**src/rtl/uart_pkg.sv**
```systemverilog
// uart_pkg: shared types and constants for the memory-mapped UART transmitter.
// Holds the transmit FSM state enum, the register offsets within the 8-byte
// window, and the STATUS bit positions.
// Optional feature macro: UART_TX_PARITY_EN adds the PARITY state and the
// even-parity helper.
package uart_pkg;

  // Serial framing widths
  localparam int unsigned DATA_W    = 8;
  localparam int unsigned BIT_CNT_W = 3;
  localparam int unsigned DIV_W     = 16;

  // Register offsets; bits [1:0] of the address are ignored
  localparam logic [2:0] TXDATA_OFS = 3'd0;
  localparam logic [2:0] STATUS_OFS = 3'd4;

  // STATUS bit layout
  localparam int unsigned STAT_BUSY      = 0;
  localparam int unsigned STAT_EMPTY     = 1;
  localparam int unsigned STAT_OVF       = 2;
  localparam int unsigned STAT_COUNT_LSB = 3;
  localparam int unsigned STAT_COUNT_W   = 3;

  // Transmit FSM states
  typedef enum logic [2:0] {
    IDLE   = 3'd0,
    START  = 3'd1,
    DATA   = 3'd2,
`ifdef UART_TX_PARITY_EN
    PARITY = 3'd3,
`endif
    STOP   = 3'd4
  } txState_t;

`ifdef UART_TX_PARITY_EN
  // Even parity: XOR of all data bits
  function automatic logic evenParity(input logic [DATA_W-1:0] d);
    return ^d;
  endfunction
`endif

endpackage

```
**src/rtl/sync_fifo.sv**
```systemverilog
// sync_fifo: single-clock first-word-fall-through FIFO.
// Ports:
//   clk    - clock, rising edge
//   rst_n  - asynchronous active-low reset; empties the FIFO
//   push   - write din (ignored when full)
//   pop    - advance head (ignored when empty)
//   din    - write data
//   dout   - head entry, valid while empty is low
//   full   - count == DEPTH
//   empty  - count == 0
//   count  - occupancy, 0..DEPTH
// DEPTH must be a power of two so the pointers wrap naturally.
module sync_fifo #(
  parameter int unsigned WIDTH = 8,
  parameter int unsigned DEPTH = 4
) (
  input  logic                     clk,
  input  logic                     rst_n,
  input  logic                     push,
  input  logic                     pop,
  input  logic [WIDTH-1:0]         din,
  output logic [WIDTH-1:0]         dout,
  output logic                     full,
  output logic                     empty,
  output logic [$clog2(DEPTH):0]   count
);

  localparam int unsigned AW = $clog2(DEPTH);
  localparam logic [AW:0] FULL_CNT = (AW+1)'(DEPTH);

  logic [WIDTH-1:0] mem [DEPTH];
  logic [AW-1:0]    wrPtr;
  logic [AW-1:0]    rdPtr;
  logic             doPush;
  logic             doPop;

  assign full   = (count == FULL_CNT);
  assign empty  = (count == '0);
  assign doPush = push && !full;
  assign doPop  = pop && !empty;
  assign dout   = mem[rdPtr];

  // Storage; contents are don't-care until written
  always_ff @(posedge clk) begin
    if (doPush) begin
      mem[wrPtr] <= din;
    end
  end

  // Pointers and occupancy
  always_ff @(posedge clk or negedge rst_n) begin
    if (!rst_n) begin
      wrPtr <= '0;
      rdPtr <= '0;
      count <= '0;
    end else begin
      if (doPush) begin
        wrPtr <= wrPtr + AW'(1);
      end
      if (doPop) begin
        rdPtr <= rdPtr + AW'(1);
      end
      case ({doPush, doPop})
        2'b10:   count <= count + (AW+1)'(1);
        2'b01:   count <= count - (AW+1)'(1);
        default: count <= count;
      endcase
    end
  end

endmodule

```
**src/rtl/mmio_uart_tx.sv**
```systemverilog
// mmio_uart_tx: memory-mapped UART transmitter with a small transmit FIFO.
// Register window at BASE_ADDR (8 bytes, addr[1:0] ignored):
//   +0 TXDATA  write: queue wdata[7:0]; read: 0
//   +4 STATUS  read: {count[2:0], ovf, empty, busy}; write wdata[2]=1 clears ovf
// Ports:
//   clk    - clock, rising edge
//   reset  - asynchronous active-low reset; aborts any frame, empties the FIFO
//   we     - store strobe from the core's memory stage
//   addr   - byte address
//   wdata  - store data
//   rdata  - combinational read data for the addressed register
//   hit    - combinational window decode
//   tx     - serial line, idle high, 8N1 frames of CLK_DIV clocks per bit
// Optional feature macro: UART_TX_PARITY_EN adds an even-parity bit (8E1).
module mmio_uart_tx
  import uart_pkg::*;
#(
  parameter int unsigned CLK_DIV    = 16,
  parameter logic [31:0] BASE_ADDR  = 32'h0000_1000,
  parameter int unsigned FIFO_DEPTH = 4
) (
  input  logic        clk,
  input  logic        reset,
  input  logic        we,
  input  logic [31:0] addr,
  input  logic [31:0] wdata,
  output logic [31:0] rdata,
  output logic        hit,
  output logic        tx
);

  localparam int unsigned CNT_W = $clog2(FIFO_DEPTH) + 1;
  localparam logic [DIV_W-1:0] DIV_RELOAD = DIV_W'(CLK_DIV - 1);

  // Address decode
  logic selTxData;
  logic selStatus;
  logic wrTxData;
  logic wrStatus;

  assign hit       = (addr[31:3] == BASE_ADDR[31:3]);
  assign selTxData = ({addr[2], 2'b00} == TXDATA_OFS);
  assign selStatus = ({addr[2], 2'b00} == STATUS_OFS);
  assign wrTxData  = we && hit && selTxData;
  assign wrStatus  = we && hit && selStatus;

  // Address byte lanes and upper store data carry no meaning here
  logic unusedBits;
  assign unusedBits = ^{addr[1:0], wdata[31:8]};

  // Transmit FIFO
  logic [DATA_W-1:0] fifoDout;
  logic              fifoFull;
  logic              fifoEmpty;
  logic [CNT_W-1:0]  fifoCount;
  logic              fifoPop;

  sync_fifo #(
    .WIDTH (DATA_W),
    .DEPTH (FIFO_DEPTH)
  ) uFifo (
    .clk   (clk),
    .rst_n (reset),
    .push  (wrTxData),
    .pop   (fifoPop),
    .din   (wdata[DATA_W-1:0]),
    .dout  (fifoDout),
    .full  (fifoFull),
    .empty (fifoEmpty),
    .count (fifoCount)
  );

  // Sticky overflow: a TXDATA store that finds the FIFO full is dropped.
  // Fullness is the pre-edge value, so a same-cycle pop does not make room.
  logic ovf;

  always_ff @(posedge clk or negedge reset) begin
    if (!reset) begin
      ovf <= 1'b0;
    end else if (wrTxData && fifoFull) begin
      ovf <= 1'b1;
    end else if (wrStatus && wdata[STAT_OVF]) begin
      ovf <= 1'b0;
    end
  end

  // Transmit FSM state and datapath
  txState_t          state;
  txState_t          stateNext;
  logic [DIV_W-1:0]  divCnt;
  logic [DIV_W-1:0]  divNext;
  logic [BIT_CNT_W-1:0] bitCnt;
  logic [BIT_CNT_W-1:0] bitNext;
  logic [DATA_W-1:0] shReg;
  logic [DATA_W-1:0] shNext;
  logic              txReg;
  logic              txNext;
  logic              bitDone;
  logic              busy;
`ifdef UART_TX_PARITY_EN
  logic              parBit;
  logic              parNext;
`endif

  assign bitDone = (divCnt == '0);
  assign busy    = (state != IDLE);
  assign tx      = txReg;

  // State register; reset forces the line high at once
  always_ff @(posedge clk or negedge reset) begin
    if (!reset) begin
      state  <= IDLE;
      divCnt <= '0;
      bitCnt <= '0;
      shReg  <= '0;
      txReg  <= 1'b1;
`ifdef UART_TX_PARITY_EN
      parBit <= 1'b0;
`endif
    end else begin
      state  <= stateNext;
      divCnt <= divNext;
      bitCnt <= bitNext;
      shReg  <= shNext;
      txReg  <= txNext;
`ifdef UART_TX_PARITY_EN
      parBit <= parNext;
`endif
    end
  end

  // Next-state logic; tx is registered, so each value lands with its state
  always_comb begin
    stateNext = state;
    divNext   = divCnt;
    bitNext   = bitCnt;
    shNext    = shReg;
    txNext    = txReg;
    fifoPop   = 1'b0;
`ifdef UART_TX_PARITY_EN
    parNext   = parBit;
`endif

    // Bit timer runs down in every non-idle state
    if (state != IDLE && !bitDone) begin
      divNext = divCnt - DIV_W'(1);
    end

    case (state)
      IDLE: begin
        txNext = 1'b1;
        if (!fifoEmpty) begin
          fifoPop   = 1'b1;
          shNext    = fifoDout;
          bitNext   = '0;
          divNext   = DIV_RELOAD;
          txNext    = 1'b0;
          stateNext = START;
`ifdef UART_TX_PARITY_EN
          parNext   = evenParity(fifoDout);
`endif
        end
      end

      START: begin
        if (bitDone) begin
          divNext   = DIV_RELOAD;
          bitNext   = '0;
          txNext    = shReg[0];
          stateNext = DATA;
        end
      end

      DATA: begin
        if (bitDone) begin
          divNext = DIV_RELOAD;
          bitNext = bitCnt + BIT_CNT_W'(1);
          if (bitCnt == BIT_CNT_W'(DATA_W - 1)) begin
`ifdef UART_TX_PARITY_EN
            txNext    = parBit;
            stateNext = PARITY;
`else
            txNext    = 1'b1;
            stateNext = STOP;
`endif
          end else begin
            shNext = {1'b0, shReg[DATA_W-1:1]};
            txNext = shReg[1];
          end
        end
      end

`ifdef UART_TX_PARITY_EN
      PARITY: begin
        if (bitDone) begin
          divNext   = DIV_RELOAD;
          txNext    = 1'b1;
          stateNext = STOP;
        end
      end
`endif

      STOP: begin
        if (bitDone) begin
          if (!fifoEmpty) begin
            // Chain straight into the next frame without an idle bit
            fifoPop   = 1'b1;
            shNext    = fifoDout;
            bitNext   = '0;
            divNext   = DIV_RELOAD;
            txNext    = 1'b0;
            stateNext = START;
`ifdef UART_TX_PARITY_EN
            parNext   = evenParity(fifoDout);
`endif
          end else begin
            divNext   = '0;
            txNext    = 1'b1;
            stateNext = IDLE;
          end
        end
      end

      default: begin
        divNext   = '0;
        txNext    = 1'b1;
        stateNext = IDLE;
      end
    endcase
  end

  // Register read mux
  logic [31:0] statusWord;

  always_comb begin
    statusWord = '0;
    statusWord[STAT_BUSY]  = busy;
    statusWord[STAT_EMPTY] = fifoEmpty;
    statusWord[STAT_OVF]   = ovf;
    statusWord[STAT_COUNT_LSB +: STAT_COUNT_W] = STAT_COUNT_W'(fifoCount);
    rdata = '0;
    if (hit && selStatus) begin
      rdata = statusWord;
    end
  end

endmodule
```
**config.mk**
```make
export PLATFORM = sky130hd
export DESIGN_NAME = mmio_uart_tx
export DESIGN_NICKNAME = d
export VERILOG_FILES = /design/src/rtl/uart_pkg.sv /design/src/rtl/sync_fifo.sv /design/src/rtl/mmio_uart_tx.sv
export SDC_FILE = /design/constraint.sdc
export NUM_CORES = 1
export LEC_CHECK = 0
export CAP_MARGIN = 20
export CORE_ASPECT_RATIO = 1.25
export CORE_MARGIN = 2
export CORE_UTILIZATION = 35
export CTS_CLUSTER_SIZE = 14
export DETAILED_ROUTE_END_ITERATION = 7
export PLACE_DENSITY = 0.72
export SLEW_MARGIN = 10
export SYNTH_ARGS = -nofsm -noshare
export SYNTH_HDL_FRONTEND = slang
export SYNTH_SLANG_ARGS = --single-unit
```
**constraint.sdc**
```tcl
create_clock -name clk -period 3.2 [get_ports clk]
set_input_delay 0.32 -clock clk [delete_from_list [all_inputs] [get_ports clk]]
set_output_delay 0.32 -clock clk [all_outputs]
set_load 0.01 [all_outputs]
```
* Word level (Yosys, flattened, before mapping)
Memory sizes are Yosys's and may differ from the RTL's.
Cells that the tools add are included.
** Word-level totals
- Input port bits :: 67
- Flip-flop bits (word level) :: 39
- Output and inout port bits :: 34
- Logic and storage cells :: 94
- Memory bits (writable) :: 32
- Memories kept :: 1
** Operators by class
- Equality and inequality tests :: 14
- Bitwise gates (word level) :: 1
- Reduce and logical (&&, ||, !) cells :: 25
- Add/subtract/negate cells :: 6
- Multiplexer cells :: 38
** Memories
- uFifo.mem :: words 4, bits a word 8, read ports 1, clocked after Yosys merged registers in 0, write ports 1, line sync_fifo.sv:31 : logic [WIDTH-1:0] mem [DEPTH];
** Operators with widths (count)
- $mux W16 :: 4
- $pmux W16 S3 :: 1
- $mux W8 :: 4
- $eq A29 B10 Y1 const B :: 1
- $mux W3 :: 9
- $pmux W3 S4 :: 2
- $pmux W8 S3 :: 1
- $logic_not A16 Y1 :: 1
- $sub A16 B1 Y16 const B :: 1
- $mux W1 :: 12
- $ne A2 B2 Y1 const B :: 6
- $eq A3 B3 Y1 const B :: 3
- $logic_and A1 B1 Y1 :: 9
- $reduce_and A4 Y1 :: 2
- $add A3 B1 Y3 const B :: 2
- $logic_not A3 Y1 :: 2
- $mux W6 :: 1
- $pmux W3 S2 :: 1
- $reduce_bool A3 Y1 :: 2
- $reduce_and A5 Y1 :: 1
- $add A2 B1 Y2 const B :: 2
- $mux W4 :: 1
- $pmux W1 S4 :: 1
- $reduce_bool A2 Y1 :: 2
- other kinds (11) :: 13

* Depth between registers and ports, before layout
Gate-level depths: netlist of the first run.
- Depth after elaboration :: 7
- Gate-level depth with buffers :: 12
- Gate-level depth less buffers :: 11

* By module
Synthesis of the first run repeated with hierarchy kept, for this count alone.
** Unflattened totals
- Cells, all modules :: 323
- Area total of the unflattened synthesis :: 3849.9 µm²
** By module, submodules not included
- mmio_uart_tx :: seq. area each 802.0 µm², area an instance 2258.4 µm², cells an instance 243, times used 1
- sync_fifo :: seq. area each 1136.1 µm², area an instance 1591.5 µm², cells an instance 80, times used 1

* Worst setup path after synthesis of the first run
OpenSTA, ideal clock, no wires.
- Path kind :: reg-to-reg
- From :: register divCnt[0]
- To :: register uFifo.count[2]
- Required time :: 3.121 ns
- Buffers on the path :: 0
- Cell stages (with the launch flop) :: 12
- Path slack :: 0.710 ns
- Arrival :: 2.411 ns
- Clock period less this slack :: 2.490 ns
- Library setup time :: 0.079 ns
- Cells stage by stage :: dfrtp_1 > inv_1 > ha_1 > nor3b_2 > nand4_4 > a21oi_1 > ha_1 > inv_1 > fa_1 > xor2_1 > nor2_1 > xor2_1
** On the way
- Cells in the longest elaborated chain, start to end :: 6
- Elaborated cells on any way between the ends :: 8
- Classes of those cells :: 2 x eq/ne; 3 x mux; 3 x reduce/logical
** Ends and longest elaborated chain
- from (decl) :: line mmio_uart_tx.sv:90 : logic [DIV_W-1:0] divCnt;
- from (signal assigned) :: line mmio_uart_tx.sv:122 : divCnt <= divNext;
- $logic_not A16 Y1 * :: line mmio_uart_tx.sv:105 : assign bitDone = (divCnt == '0);
- $mux W1 * :: line mmio_uart_tx.sv:204 : if (bitDone) begin
- $pmux W1 S2 * :: line mmio_uart_tx.sv:149 : case (state)
- $logic_and A1 B1 Y1 * :: line sync_fifo.sv:40 : assign doPop = pop && !empty;
- named net uFifo.doPop :: line sync_fifo.sv:35 : logic doPop;
- $eq A2 B1 Y1 or $eq A2 B2 Y1 (tied branches) :: line sync_fifo.sv:63 : case ({doPush, doPop})
- $pmux W3 S2 or $reduce_bool A2 Y1 (tied branches)
- to (signal assigned) :: line sync_fifo.sv:64 : 2'b10: count <= count + (AW+1)'(1);
- to (signal assigned) :: line sync_fifo.sv:65 : 2'b01: count <= count - (AW+1)'(1);
- to (signal assigned) :: line sync_fifo.sv:66 : default: count <= count;
- to (decl) :: line sync_fifo.sv:25 : output logic [$clog2(DEPTH):0] count
The timed path passes the listed nets; every way through them passes the cells marked *.
A chain may end at the register's enable or synchronous reset.

* Final worst setup path of the first run
Same ends and word-level chain as after synthesis.

==> results of run 1 <==
worst max path at each step:
stage                     startpoint              to  slack [ns]  depth (start not counted)
after detailed placement   divCnt[0]  uFifo.count[2]        0.33                         11
after global routing       divCnt[0]  uFifo.count[2]        0.01                         11
after global placement     divCnt[0]  uFifo.count[2]        0.44                         11
after CTS                  divCnt[0]  uFifo.count[2]        0.32                         11
after floorplan            divCnt[0]  uFifo.count[2]        0.71                         11
final                      divCnt[0]  uFifo.count[2]        0.33                         11
cell type report:
type | instances | share of cell area
Timing Repair Buffer | 50 | 0.106
Tap cell | 132 | 0.0356
Clock inverter | 7 | 0.0221
Clock buffer | 9 | 0.0486
Sequential cell | 71 | 0.418
Multi-Input combinational cell | 223 | 0.361
Inverter | 11 | 0.00891
cells by family (layout without fill, tap and decap cells):
family,after synthesis,count (layout),synth area share
other cells,1,26,0.000981
mux,25,25,0.105
compound gates,45,45,0.0773
simple gates,100,100,0.156
fa+ha+maj,10,10,0.0347
xor+xnor,17,17,0.0390
flops,71,71,0.507
buf+inv,50,77,0.0799
flip-flops by register name, summed over array words and instances (netlist names):
name and flops:
uFifo.count 3, uFifo.mem 32, bitCnt 3, divCnt 16, uFifo.rdPtr 2, tx 1
ovf 1, state 3, shReg 8, uFifo.wrPtr 2
Yosys cell counts (4+ instances only):
master,number,area share
nand2b_1,4,0.0065
buf_4,26,0.051
xor2_1,11,0.025
nor2_1,37,0.036
ha_1,9,0.029
mux2_4,8,0.031
nand3_1,4,0.0052
buf_2,4,0.0052
edfxtp_1,32,0.25
and2_1,6,0.0098
o21ai_0,8,0.010
nand2_1,10,0.0098
clkbuf_1,7,0.0069
mux2_2,9,0.027
inv_1,11,0.011
dfrtp_1,38,0.25
xnor2_1,6,0.014
a21oi_1,13,0.017
mux4_2,8,0.047
nor4_1,7,0.011
nand4_1,7,0.011
stage by stage:
stage	hold slack, ns	util	total power [mW]
2_1_floorplan	0.0244	-	1.08
3_3_place_gp	0.481	0.406	1.13
3_5_place_dp	0.493	0.406	1.14
4_1_cts	0.148	0.437	2.22
5_1_grt	0.187	0.437	2.27
6_report	0.108	0.437	2.20
worst register-to-register path: stages (launching register included):
cell     delay (ns)
dfrtp_1        0.45
inv_1          0.11
ha_1           0.16
nor3b_2        0.36
nand4_4        0.25
a21oi_1        0.38
ha_1           0.25
inv_1          0.06
fa_1           0.37
xor2_1         0.15
nor2_1         0.11
xor2_1         0.15
report_power, final:
part	total, mW	switching (mW)	internal, mW
sequential	0.967	0.00742	0.959
combinational	0.150	0.0766	0.0737
clock	1.08	0.388	0.691
per-layer routing:
layer	GRT usage	vias up
met2	0.212	74
li1	-	1202
met5	0	-
met1	0.140	1237
met4	0.0321	0
met3	0.0329	4
==> impl_table.tex, run 1 <==
\begin{tabular}{lr}
\hline
Metric & Value \\
\hline
\multicolumn{2}{l}{\textbf{Routing}} \\
\quad Detailed Routing Iterations Pass 1 & 4 \\
\quad DRC marker count from the first detailed-route iteration & 94 \\
\quad Average via count per standard cell & 5.00 \\
\quad Routed length on met3 & 344 um \\
\quad Final wirelength & 6790 um \\
\quad Metal-1 WL & 2870 um \\
\quad Total vias in the final route & 2517 \\
\quad Top Metal Used & met4 \\
\quad DR WL/cell & 13.5 um \\
\quad Sum of met2 wire segment lengths after detailed routing & 3530 um \\
\quad Final routed DRC violation total & 0 \\
\quad Antenna Nets Post-Route & 0 \\
\multicolumn{2}{l}{\textbf{Clock network}} \\
\quad Clock tree from TritonCTS & built \\
\quad Clock transition at the register clock pins on the worst setup and hold paths after CTS & 0.06 ns \\
\quad Buffer levels on the longest clock path & 2 \\
\quad CTS-repair resized insts & 0 \\
\quad Deepest level of the CTS H-tree & 3 \\
\quad Number of setup buffers added after CTS & 0 \\
\quad Buffer cell driving the clock tree root & clkbuf\_16 \\
\quad Number of clock sinks & 71 \\
\quad Number of buffers created by CTS & 9 \\
\quad Clock latency reported for the late side of the worst-skew pair & 0.33 ns \\
\quad Count of hold-fix buffers inserted at cts & 0 \\
\multicolumn{2}{l}{\textbf{Setup path}} \\
\quad Endpoint kind of the worst setup timing path & flip-flop \\
\quad Maximum net fanout on the critical path & 10 \\
\quad Worst path required time & 3.45 ns \\
\quad Path depth of the worst reg2reg path & 11 \\
\quad Dominant delay contributor by cell family on the critical path & adder cells \\
\quad WP data arrival & 3.13 ns \\
\quad RR Endpoint & uFifo.count[2] \\
\quad Number of buffers and inverters on the critical path & 2 \\
\quad Crit path cell chain & inv\_1 > ha\_1 > nor3b\_2 > nand4\_4 > a21oi\_1 > ha\_1 > inv\_1 > fa\_1 > xor2\_1 > nor2\_1 > xor2\_1 \\
\quad Critical Path Max Stage Delay & 0.45 ns \\
\quad Reg2reg start & divCnt[0] \\
\quad Setup crit start kind & flip-flop \\
\quad Path type of the worst setup path & reg -> reg \\
\quad Cell type of the slowest stage on the worst timing path & dfrtp\_1 \\
\quad Register-to-register setup slack & 0.33 ns \\
\multicolumn{2}{l}{\textbf{Global route}} \\
\quad Global-route wire length before repair & 11400 um \\
\quad Antenna violations before repair & 0 \\
\quad Total track usage & 0.118 \\
\quad Vias in the first global route & 2517 \\
\quad Maximum number of pins on one net before global-route repair & 40 \\
\quad GRT Residual Overflow & 0 \\
\multicolumn{2}{l}{\textbf{Timing}} \\
\quad Max-slew headroom & 0.412 \\
\quad Number of hold violations in the final report & 0 \\
\quad Final critical-path required period & 2.87 ns \\
\quad Achievable frequency & 348 MHz \\
\quad TNS Setup & 0 ns \\
\quad Number of slew-limit violations in the final report & 0 \\
\quad Fin worst setup slack & 0.325 ns \\
\quad Tcrit/Tclk final & 0.898 \\
\quad RSZ-0062 raised after global routing & no \\
\quad Worst Clk Skew & 0.00747 ns \\
\quad Final setup violation count & 0 \\
\quad Transition time of the tightest slew-check pin & 0.882 ns \\
\multicolumn{2}{l}{\textbf{Floorplan}} \\
\quad Floorplan die area & 0.0118 mm\^{}2 \\
\quad Initial Util & 0.360 \\
\quad Die extent in y & 121 um \\
\quad Die W & 97.5 um \\
\quad FP Rows & 42 \\
\quad Core area & 0.0106 mm\^{}2 \\
\quad Number of placed I/O pins & 101 \\
\multicolumn{2}{l}{\textbf{Cells and area}} \\
\quad Diodes inserted & 0 \\
\quad Most common cell after layout, fill and taps aside & clkdlybuf4s50\_1 \\
\quad Final Instance Area & 0.00463 mm\^{}2 \\
\quad Final Instance Count excl. Fillers & 503 \\
\quad Synth-to-Final Area Change & 21.3\% \\
\quad Share of layout cells above drive strength 1 & 0.151 \\
\quad Footprint of the multi-input gates & 0.00167 mm\^{}2 \\
\quad Most frequent cells in the layout & clkdlybuf4s50\_1, dfrtp\_1, nor2\_1, edfxtp\_1, conb\_1 \\
\quad Net count of the finished layout & 443 \\
\quad Filler instances & 974 \\
\quad Sequential cell area in the final layout & 0.00194 mm\^{}2 \\
\multicolumn{2}{l}{\textbf{Placed design}} \\
\quad Placed Instances & 487 \\
\quad Count of input and output buffers & 48 \\
\quad Total half-perimeter wirelength after legalization and detailed placement & 4980 um \\
\quad DP Area & 0.00431 mm\^{}2 \\
\quad Placer congestion estimate & 0.785 \\
\quad DP Worst Slack & 0.325 ns \\
\multicolumn{2}{l}{\textbf{Job}} \\
\quad Number of maximum-capacitance violations & 0 \\
\multicolumn{2}{l}{\textbf{Logic synthesis}} \\
\quad Most used flip-flop cell after synthesis & dfrtp\_1 \\
\quad Post-synthesis cell type count & 60 \\
\quad Synth Instances & 319 \\
\quad Post-synth design cell area & 0.00382 mm\^{}2 \\
\quad Number of enable flip-flop cells after synthesis & 32 \\
\quad Share of synthesized area occupied by flip-flops and latches & 0.507 \\
\quad Share of flip-flops with an asynchronous set or reset & 0.549 \\
\quad Average footprint of a synthesized cell & 12.0 um\^{}2 \\
\quad Ys Warns & 0 \\
\quad Register bit total from synthesis & 71 \\
\multicolumn{2}{l}{\textbf{Power}} \\
\quad Peak supply drop & 0.000300 V \\
\quad Power per unit of standard cell area & 474 mW/mm\^{}2 \\
\quad Leakage power & 1.89 nW \\
\multicolumn{2}{l}{\textbf{Min path}} \\
\quad Path category of the worst min-delay check & in -> async \\
\multicolumn{2}{l}{\textbf{Outcome}} \\
\quad Result of the run & completed \\
\hline
\end{tabular}
No activity file was read; power rests on OpenSTA's default activity.
==> run 2, diff against run 1 <==
--- a/config.mk
+++ b/config.mk
@@ -7,7 +7,6 @@
 export LEC_CHECK = 0
 export CAP_MARGIN = 20
 export CORE_ASPECT_RATIO = 1.25
-export CORE_MARGIN = 2
 export CORE_UTILIZATION = 35
 export CTS_CLUSTER_SIZE = 14
 export DETAILED_ROUTE_END_ITERATION = 7
==> impl_table.tex, run 2 (synthesis results as in run 1) <==
\begin{tabular}{lr}
\hline
Metric & Value \\
\hline
\multicolumn{2}{l}{\textbf{Outcome}} \\
\quad Result of the run & completed \\
\multicolumn{2}{l}{\textbf{Clock network}} \\
\quad CTS-repair resized insts & 0 (unchanged) \\
\quad Buffer cell driving the clock tree root & clkbuf\_16 \\
\quad Buffer levels on the longest clock path & 2 (unchanged) \\
\quad Number of buffers created by CTS & 9 (unchanged) \\
\quad Clock transition at the register clock pins on the worst setup and hold paths after CTS & 0.06 ns (about the same) \\
\quad Number of clock sinks & 71 (unchanged) \\
\quad Clock tree from TritonCTS & built \\
\quad Count of hold-fix buffers inserted at cts & 0 (unchanged) \\
\quad Deepest level of the CTS H-tree & 3 (unchanged) \\
\quad Number of setup buffers added after CTS & 0 (unchanged) \\
\quad Clock latency reported for the late side of the worst-skew pair & 0.33 ns (about the same) \\
\multicolumn{2}{l}{\textbf{Cells and area}} \\
\quad Share of layout cells above drive strength 1 & 0.151 (unchanged) \\
\quad Most common cell after layout, fill and taps aside & clkdlybuf4s50\_1 \\
\quad Registers with the highest flip-flop counts & uFifo.mem (32), divCnt (16), shReg (8) \\
\quad Net count of the finished layout & 443 (unchanged) \\
\quad Most frequent cells in the layout & clkdlybuf4s50\_1, dfrtp\_1, nor2\_1, edfxtp\_1, conb\_1 \\
\quad Final Instance Area & 0.00462 mm\^{}2 (-0.35\%) \\
\quad Diodes inserted & 0 (unchanged) \\
\quad Core occupancy in the finished layout & 0.435 (-0.00153) \\
\quad Synth-to-Final Area Change & 20.9\% \\
\quad Final Instance Count excl. Fillers & 503 (unchanged) \\
\quad Largest register by flop count & uFifo.mem \\
\quad Max FFs per register & 32 (unchanged) \\
\multicolumn{2}{l}{\textbf{Timing}} \\
\quad RSZ-0062 raised after global routing & no \\
\quad Max-slew headroom & 0.383 (-0.0289) \\
\quad Number of hold violations in the final report & 0 (unchanged) \\
\quad Number of slew-limit violations in the final report & 0 (unchanged) \\
\quad Fin worst setup slack & 0.375 ns (+0.0501 ns) \\
\quad TNS Setup & 0 ns (unchanged) \\
\quad Final critical-path required period & 2.82 ns (-0.0501 ns) \\
\quad Worst hold slack & 0.115 ns (+0.00661 ns) \\
\quad Tcrit/Tclk final & 0.883 (-0.0157) \\
\quad Transition time of the tightest slew-check pin & 0.925 ns (+0.0434 ns) \\
\quad Worst Clk Skew & 0.00835 ns (+0.000881 ns) \\
\quad Final setup violation count & 0 (unchanged) \\
\quad Achievable frequency & 354 MHz (+1.8\%) \\
\multicolumn{2}{l}{\textbf{Global route}} \\
\quad Global-route wire length before repair & 11600 um (+1.6\%) \\
\quad Total track usage & 0.132 (+0.0133) \\
\quad GRT Residual Overflow & 0 (unchanged) \\
\quad Antenna violations before repair & 0 (unchanged) \\
\quad Vias in the first global route & 2503 (-0.56\%) \\
\quad Maximum number of pins on one net before global-route repair & 40 (unchanged) \\
\multicolumn{2}{l}{\textbf{Power}} \\
\quad Leakage power & 1.88 nW (-0.35\%) \\
\quad Peak supply drop & 0.000414 V (+38\%) \\
\quad Power, Total & 2.15 mW (-2.1\%) \\
\quad Total net switching power & 0.496 mW (+5.1\%) \\
\quad Combinational share of power & 0.070 (+0.002) \\
\quad Part of the total power dissipated in sequential elements & 0.450 (+0.010) \\
\quad Switching part of the total power & 0.231 (+0.0159) \\
\quad Cell internal pwr & 1.65 mW (-4.1\%) \\
\quad Power share of the clock group & 0.480 (-0.011) \\
\quad Power per unit of standard cell area & 466 mW/mm\^{}2 (-1.8\%) \\
\multicolumn{2}{l}{\textbf{Routing}} \\
\quad Total vias in the final route & 2501 (-0.64\%) \\
\quad Final wirelength & 7000 um (+3.0\%) \\
\quad Final routed DRC violation total & 0 (unchanged) \\
\quad DRC marker count from the first detailed-route iteration & 132 (+40\%) \\
\quad Detailed Routing Iterations Pass 1 & 6 (+2) \\
\quad Average via count per standard cell & 4.97 (-0.64\%) \\
\quad Antenna Nets Post-Route & 0 (unchanged) \\
\quad DR WL/cell & 13.9 um (+3.0\%) \\
\multicolumn{2}{l}{\textbf{Floorplan}} \\
\quad Core area & 0.0106 mm\^{}2 (unchanged) \\
\quad Floorplan die area & 0.0113 mm\^{}2 (-3.7\%) \\
\quad Number of placed I/O pins & 101 (unchanged) \\
\quad FP Rows & 42 (unchanged) \\
\quad Die W & 95.5 um (-2.1\%) \\
\quad Die extent in y & 119 um (-1.7\%) \\
\quad Initial Util & 0.360 (unchanged) \\
\multicolumn{2}{l}{\textbf{Setup path}} \\
\quad RR Endpoint & uFifo.count[2] \\
\quad Worst path required time & 3.46 ns (about the same) \\
\quad Setup crit start kind & flip-flop \\
\quad Path depth of the worst reg2reg path & 11 (unchanged) \\
\quad Reg2reg start & divCnt[1] \\
\quad Endpoint kind of the worst setup timing path & flip-flop \\
\quad Register-to-register setup slack & 0.38 ns (+0.05 ns) \\
\quad Path type of the worst setup path & reg -> reg \\
\quad Maximum net fanout on the critical path & 10 (unchanged) \\
\quad WP data arrival & 3.08 ns (-0.05 ns) \\
\multicolumn{2}{l}{\textbf{Placed design}} \\
\quad Placed Instances & 487 (unchanged) \\
\quad Total half-perimeter wirelength after legalization and detailed placement & 5010 um (+0.53\%) \\
\quad Count of input and output buffers & 48 (unchanged) \\
\quad Placer congestion estimate & 0.794 (+1.2\%) \\
\quad DP Area & 0.00431 mm\^{}2 (unchanged) \\
\quad DP Worst Slack & 0.261 ns (-0.0639 ns) \\
\multicolumn{2}{l}{\textbf{Job}} \\
\quad Number of maximum-capacitance violations & 0 (unchanged) \\
\multicolumn{2}{l}{\textbf{Min path}} \\
\quad Path category of the worst min-delay check & in -> async \\
\hline
\end{tabular}
run 2: area by class of cell:
| cell class | count | area (um^2) |
|---|---|---|
| Clock buffer | 9 | 225 |
| Clock inverter | 7 | 86.3 |
| Fill cell | 977 | 6000 |
| Inverter | 11 | 41.3 |
| Multi-Input combinational cell | 223 | 1670 |
| Sequential cell | 71 | 1940 |
| Tap cell | 132 | 165 |
| Timing Repair Buffer | 50 | 490 |
run 2: metal layers:
| metal | vias up | global-route usage | share of wire |
|---|---|---|---|
| li1 | 1200 | - | - |
| met1 | 1215 | 0.164 | 0.43 |
| met2 | 78 | 0.220 | 0.51 |
| met3 | 8 | 0.0390 | 0.051 |
| met4 | 0 | 0.0354 | 0.0096 |
| met5 | - | 0 | 0 |
run 2: power by group through the flow:
stage	Clock [mW]	Sequential [mW]	Combinational [mW]
after global placement	0	0.984	0.147
after detailed placement	0	0.985	0.151
after floorplan	0	0.981	0.103
after global routing	1.09	0.967	0.167
after CTS	1.05	0.967	0.152
final	1.03	0.967	0.151
run 2: worst max path at each step:
stage / start / to / slack (ns)
after floorplan: divCnt[0] / uFifo.count[2] / 0.71
after global placement: addr[17] / uFifo.count[2] / 0.36
after detailed placement: addr[17] / uFifo.count[1] / 0.26
after CTS: divCnt[1] / uFifo.count[2] / 0.35
after global routing: divCnt[1] / uFifo.count[2] / 0.17
final: divCnt[1] / uFifo.count[2] / 0.38
run 2: worst max-delay path: stages (launching register included):
cell and delay (ns):
dfrtp_1 0.44, inv_1 0.12, ha_1 0.17, nor3b_2 0.32, nand4_4 0.24, a21oi_1 0.37, ha_1 0.24, inv_1 0.06
fa_1 0.38, xor2_1 0.15, nor2_1 0.11, xor2_1 0.15
==> run 3, diff against run 2 <==
--- a/config.mk
+++ b/config.mk
@@ -7,10 +7,11 @@
 export LEC_CHECK = 0
 export CAP_MARGIN = 20
 export CORE_ASPECT_RATIO = 1.25
-export CORE_UTILIZATION = 35
+export CORE_UTILIZATION = 48
+export CTS_CLUSTER_DIAMETER = 100
 export CTS_CLUSTER_SIZE = 14
 export DETAILED_ROUTE_END_ITERATION = 7
-export PLACE_DENSITY = 0.72
+export PLACE_DENSITY = 0.9
 export SLEW_MARGIN = 10
 export SYNTH_ARGS = -nofsm -noshare
 export SYNTH_HDL_FRONTEND = slang
==> constraint.sdc (replaced) <==
create_clock -name clk -period 3.2 [get_ports clk]
set_input_delay 0.32 -clock clk [delete_from_list [all_inputs] [get_ports clk]]
set_output_delay 0.32 -clock clk [all_outputs]
set_load 0.005 [all_outputs]
==> impl_table.tex, run 3 (synthesis results as in run 1) <==
\begin{tabular}{lr}
\hline
Metric & Value \\
\hline
\multicolumn{2}{l}{\textbf{Outcome}} \\
\quad Result of the run & completed \\
\multicolumn{2}{l}{\textbf{Cells and area}} \\
\quad Filler instances & 612 (-37\%) \\
\quad Registers with the highest flip-flop counts & uFifo.mem (32), divCnt (16), shReg (8) \\
\quad Most common cell after layout, fill and taps aside & clkdlybuf4s50\_1 \\
\quad Diodes inserted & 0 (unchanged) \\
\quad Most frequent cells in the layout & clkdlybuf4s50\_1, dfrtp\_1, nor2\_1, edfxtp\_1, conb\_1 \\
\quad Final Instance Count excl. Fillers & 470 (-6.6\%) \\
\quad Footprint of the multi-input gates & 0.00167 mm\^{}2 (unchanged) \\
\quad Final Instance Area & 0.00451 mm\^{}2 (-2.2\%) \\
\quad Share of layout cells above drive strength 1 & 0.157 (+0.00639) \\
\quad Max FFs per register & 32 (unchanged) \\
\quad Sequential cell area in the final layout & 0.00194 mm\^{}2 (unchanged) \\
\quad Synth-to-Final Area Change & 18.1\% \\
\quad Net count of the finished layout & 447 (+0.90\%) \\
\quad Largest register by flop count & uFifo.mem \\
\multicolumn{2}{l}{\textbf{Routing}} \\
\quad Detailed Routing Iterations Pass 1 & 4 (-2) \\
\quad Total vias in the final route & 2605 (+4.2\%) \\
\quad DR WL/cell & 15.9 um (+14\%) \\
\quad DRC marker count from the first detailed-route iteration & 153 (+16\%) \\
\quad Final routed DRC violation total & 0 (unchanged) \\
\quad Antenna Nets Post-Route & 0 (unchanged) \\
\quad Average via count per standard cell & 5.54 (+11\%) \\
\quad Final wirelength & 7470 um (+6.7\%) \\
\multicolumn{2}{l}{\textbf{Timing}} \\
\quad Max-slew headroom & 0.578 (+0.195) \\
\quad Tcrit/Tclk final & 0.922 (+0.0388) \\
\quad Number of hold violations in the final report & 0 (unchanged) \\
\quad Worst hold slack & 0.368 ns (+0.253 ns) \\
\quad Worst Clk Skew & 0.00863 ns (+0.000284 ns) \\
\quad RSZ-0062 raised after global routing & no \\
\quad Achievable frequency & 339 MHz (-4.2\%) \\
\quad Transition time of the tightest slew-check pin & 0.629 ns (-0.296 ns) \\
\quad Fin worst setup slack & 0.251 ns (-0.124 ns) \\
\quad Final critical-path required period & 2.95 ns (+0.124 ns) \\
\quad Final setup violation count & 0 (unchanged) \\
\quad TNS Setup & 0 ns (unchanged) \\
\quad Number of slew-limit violations in the final report & 0 (unchanged) \\
\multicolumn{2}{l}{\textbf{Power}} \\
\quad Cell internal pwr & 1.41 mW (-15\%) \\
\quad Part of the total power dissipated in sequential elements & 0.514 (+0.064) \\
\quad Peak supply drop & 0.000345 V (-17\%) \\
\quad Switching part of the total power & 0.247 (+0.0166) \\
\quad Power per unit of standard cell area & 415 mW/mm\^{}2 (-11\%) \\
\quad Combinational share of power & 0.080 (+0.010) \\
\quad Total net switching power & 0.464 mW (-6.5\%) \\
\quad Leakage power & 1.86 nW (-1.0\%) \\
\quad Power share of the clock group & 0.406 (-0.074) \\
\multicolumn{2}{l}{\textbf{Clock network}} \\
\quad Buffer levels on the longest clock path & 2 (unchanged) \\
\quad Clock tree from TritonCTS & built \\
\quad Number of setup buffers added after CTS & 0 (unchanged) \\
\quad Deepest level of the CTS H-tree & 3 (unchanged) \\
\quad CTS-repair resized insts & 0 (unchanged) \\
\quad Clock transition at the register clock pins on the worst setup and hold paths after CTS & 0.09 ns (+0.03 ns) \\
\quad Clock latency reported for the late side of the worst-skew pair & 0.35 ns (+0.02 ns) \\
\quad Buffer cell driving the clock tree root & clkbuf\_8 \\
\quad Number of clock sinks & 71 (unchanged) \\
\quad Number of buffers created by CTS & 9 (unchanged) \\
\quad Count of hold-fix buffers inserted at cts & 0 (unchanged) \\
\multicolumn{2}{l}{\textbf{Min path}} \\
\quad Path category of the worst min-delay check & in -> async \\
\multicolumn{2}{l}{\textbf{Global route}} \\
\quad Global-route wire length before repair & 12500 um (+7.3\%) \\
\quad Antenna violations before repair & 0 (unchanged) \\
\quad Total track usage & 0.202 (+0.0706) \\
\quad Vias in the first global route & 2651 (+5.9\%) \\
\quad Maximum number of pins on one net before global-route repair & 40 (unchanged) \\
\quad GRT Residual Overflow & 0 (unchanged) \\
\multicolumn{2}{l}{\textbf{Floorplan}} \\
\quad Number of placed I/O pins & 101 (unchanged) \\
\quad Core area & 0.00775 mm\^{}2 (-27\%) \\
\quad Floorplan die area & 0.00832 mm\^{}2 (-27\%) \\
\quad FP Rows & 36 (-14\%) \\
\quad Die W & 81.8 um (-14\%) \\
\quad Initial Util & 0.493 (+0.133) \\
\quad Die extent in y & 102 um (-14\%) \\
\multicolumn{2}{l}{\textbf{Setup path}} \\
\quad WP data arrival & 3.23 ns (+0.15 ns) \\
\quad Setup crit start kind & flip-flop \\
\quad Path type of the worst setup path & reg -> reg \\
\quad Endpoint kind of the worst setup timing path & flip-flop \\
\quad Maximum net fanout on the critical path & 10 (unchanged) \\
\quad Worst path required time & 3.48 ns (+0.02 ns) \\
\multicolumn{2}{l}{\textbf{Placed design}} \\
\quad Total half-perimeter wirelength after legalization and detailed placement & 5250 um (+4.9\%) \\
\quad DP Area & 0.00428 mm\^{}2 (-0.73\%) \\
\quad Placer congestion estimate & 0.814 (+2.5\%) \\
\quad Count of input and output buffers & 48 (unchanged) \\
\quad DP Worst Slack & 0.302 ns (+0.0402 ns) \\
\quad Placed Instances & 452 (-7.2\%) \\
\multicolumn{2}{l}{\textbf{Job}} \\
\quad Number of maximum-capacitance violations & 0 (unchanged) \\
\hline
\end{tabular}
## run 3: power by group through the flow
stage | clock network [mW] | logic, mW | registers, mW
2_1_floorplan | 0 | 0.0962 | 0.981
3_3_place_gp | 0 | 0.140 | 0.983
3_5_place_dp | 0 | 0.145 | 0.984
4_1_cts | 0.773 | 0.146 | 0.964
5_1_grt | 0.810 | 0.167 | 0.965
6_report | 0.761 | 0.150 | 0.964
## run 3: layout make-up
| type | count | share of cell area |
|---|---|---|
| multi-input cells | 223 | 0.370 |
| repair buffers | 54 | 0.119 |
| inverters | 11 | 0.00915 |
| clock inverters | 7 | 0.0188 |
| clock buffers | 9 | 0.0274 |
| flip-flops and latches | 71 | 0.429 |
| well taps | 95 | 0.0263 |
## run 3: routing by layer
layer	GRT usage	wire [um]
met1	0.229	2880
met2	0.367	4140
met3	0.0396	312
met4	0.0810	133
met5	0	0
## run 3: per-stage QoR
stage	utilization	power [mW]
final	0.583	1.88
after global routing	0.583	1.94
after CTS	0.579	1.88
after detailed placement	0.552	1.13
after global placement	0.552	1.12
after floorplan	-	1.08
## run 3: final timing paths
kind,depth (start not counted),slack (ns),endpoint,start
max,11,0.25,uFifo.count[2],divCnt[1]
min,2,0.37,uFifo.wrPtr[1],reset
max reg2reg,11,0.25,uFifo.count[2],divCnt[1]
min reg2reg,1,0.52,shReg[4],shReg[4]
max in group asynchronous,3,2.30,tx,reset
min in group clk,1,0.52,shReg[4],shReg[4]
## run 3: critical path, stage by stage (launching register included)
cell and delay [ns]:
dfrtp_1 0.44, inv_1 0.12, ha_1 0.17, nor3b_2 0.33, nand4_4 0.24, a21oi_1 0.41, ha_1 0.29, inv_1 0.08
fa_1 0.39, xor2_1 0.16, nor2_1 0.11, xor2_1 0.14
==> RTL change: new RTL, flow settings as in run 1 <==
`CLK_DIV`: 16 -> 8.
--- a/src/rtl/mmio_uart_tx.sv
+++ b/src/rtl/mmio_uart_tx.sv
@@ -17,3 +17,3 @@
 #(
-  parameter int unsigned CLK_DIV    = 16,
+  parameter int unsigned CLK_DIV    = 8,
   parameter logic [31:0] BASE_ADDR  = 32'h0000_1000,
Check against the original RTL: no difference found for any inputs over 10 cycles, from zero or initial values and one cycle with reset low; that may be too few to reach the edited logic, so the function may still have changed.
==> RTL change against run 1 <==
- worst setup slack better by 0.21 ns
- cell area down 2.3%
- non-clock buffer count up 4
- sequential power about the same
- hold slack better by 0.021 ns
- total power down 8.6%
- area after synthesis down 2.2%
- count of clock-buffer cells in the layout up 1
- wire length up 3.4%
- global-route usage up 1.3 points
- sequential cell count unchanged
- cell count up 0.99%
- critical path type unchanged
- critical endpoint unchanged
==> RTL change: results (changes against run 1) <==
[placement]
placed_cells = 492  ; +1.0%
place_hpwl_um = 5030  ; +1.0%
gp_congestion = 0.816  ; +3.9%

[global_routing]
grt_util_all_layers_pct = 13.2  ; +1.3 points
use_met3_pct = 2.89  ; -0.41 points
met1_usage_pct = 15.5  ; +1.5 points
grt_pass1_wl_um = 11800  ; +3.4%
grt_pass1_vias = 2496  ; -0.83%
grt_use_met2_pct = 23.0  ; +1.9 points

[power]
leakagePower_nw = 1.81  ; -4.0%
irDropWorstVdd_v = 0.000342  ; +14%

[final_layout]
layout.cells.non_filler = 508  ; +0.99%
n_all_buffers = 54  ; +8.0%
nonClkBufAreaFrac_pct = 11.5  ; +0.91 points
fillers = 964  ; -1.0%
multi_input_area_share_pct = 35.1  ; -0.99 points
clock_buffers = 10  ; +1
drive_gt1_share_pct = 14.9  ; -0.20 points
top_regs = uFifo.mem: 32 flops, divCnt: 16 flops, shReg: 8 flops
final_nets = 448  ; +1.1%
multi_input_comb_cells = 224  ; +0.45%

[route]
drt-met1-wl_um = 2870  ; -0.28%
wl_met2_um = 3750  ; +6.2%
dr_wl_met3_um = 256  ; -26%
drt_iter0_drc = 166  ; +77%
vias_per_cell = 5.00  ; about the same
post_drt_wl_per_cell_um = 13.8  ; +2.4%

[synth]
ys_top_cells_by_area = edfxtp_1 (26%), dfrtp_1 (25%), buf_4 (5.2%)
ys_seq_area_share_pct = 51.9  ; +1.1 points
synth_cell_types = 53  ; -12%
yosys-top-cells-count = dfrtp_1 (38), edfxtp_1 (32), buf_4 (26)
synth-seq-cells = 71  ; unchanged
syn_area_per_cell_um2 = 11.6  ; -2.8%
ys_async_sr_fraction_pct = 54.9  ; unchanged

[setup_path]
cp.arrival_ns = 2.92  ; -0.21 ns
path_class = reg2reg
r2r_cells = 9  ; -2
reg2reg_slack_ns = 0.53  ; +0.21 ns
worst_path_max_delay_cell = nor4_1
rr_startpoint = divCnt[8]
critPathMaxFanout = 4  ; -6
critPathMaxStageDelay_ns = 0.51  ; +0.06 ns

[timing]
finClkSkew_ns = 0.00375  ; -0.00371 ns
slew_headroom_pct = 39.2  ; -2.0 points
period_minus_slack_ns = 2.67  ; -0.207 ns

[clock_tree]
cts_buffer_depth = 2  ; unchanged

[status]
status = complete, no violations

[RTL change: per-stage QoR]
| step | power (mW) | area [um^2] | hold slack (ns) | setup WS, ns |
|---|---|---|---|---|
| 2_1_floorplan | 1.07 | 3830 | 0.0244 | 0.707 |
| 3_3_place_gp | 1.12 | 4250 | 0.484 | 0.586 |
| 3_5_place_dp | 1.12 | 4250 | 0.492 | 0.515 |
| 4_1_cts | 2.03 | 4530 | 0.158 | 0.493 |
| 5_1_grt | 2.09 | 4530 | 0.206 | 0.233 |
| 6_report | 2.01 | 4530 | 0.129 | 0.532 |
[RTL change: worst max path at each step]
stage	end	slack, ns
2_1_floorplan	uFifo.count[2]	0.71
3_3_place_gp	uFifo.count[1]	0.59
3_5_place_dp	uFifo.count[2]	0.52
4_1_cts	uFifo.count[2]	0.49
5_1_grt	uFifo.count[2]	0.23
6_report	uFifo.count[2]	0.53
[RTL change: logic make-up (layout without fill, tap and decap cells)]
family / count (synthesis) / count (layout) / synth area share (%)
buffers and inverters: 51 / 81 / 8.14
other: 1 / 26 / 0.100
flip-flops: 71 / 71 / 51.9
AND/OR/NAND/NOR: 108 / 108 / 16.1
multiplexers: 24 / 24 / 9.57
AO/OA/AOI/OAI: 37 / 37 / 6.19
XOR/XNOR: 18 / 18 / 4.22
adder cells (fa/ha/maj): 11 / 11 / 3.82
[RTL change: worst max-delay path, delay by kind of cell (launching register included)]
kind                     cells  cell delay [ns]
AO/OA/AOI/OAI                1             0.31
XOR/XNOR                     2             0.31
adder cells (fa/ha/maj)      2             0.60
buffers and inverters        1             0.06
flip-flops                   1             0.42
AND/OR/NAND/NOR              3             0.89
[RTL change: power breakdown]
part	internal, mW	switching [mW]	leakage, nW
sequential	0.959	0.00468	0.824
clock	0.528	0.375	0.129
combinational	0.0676	0.0737	0.860
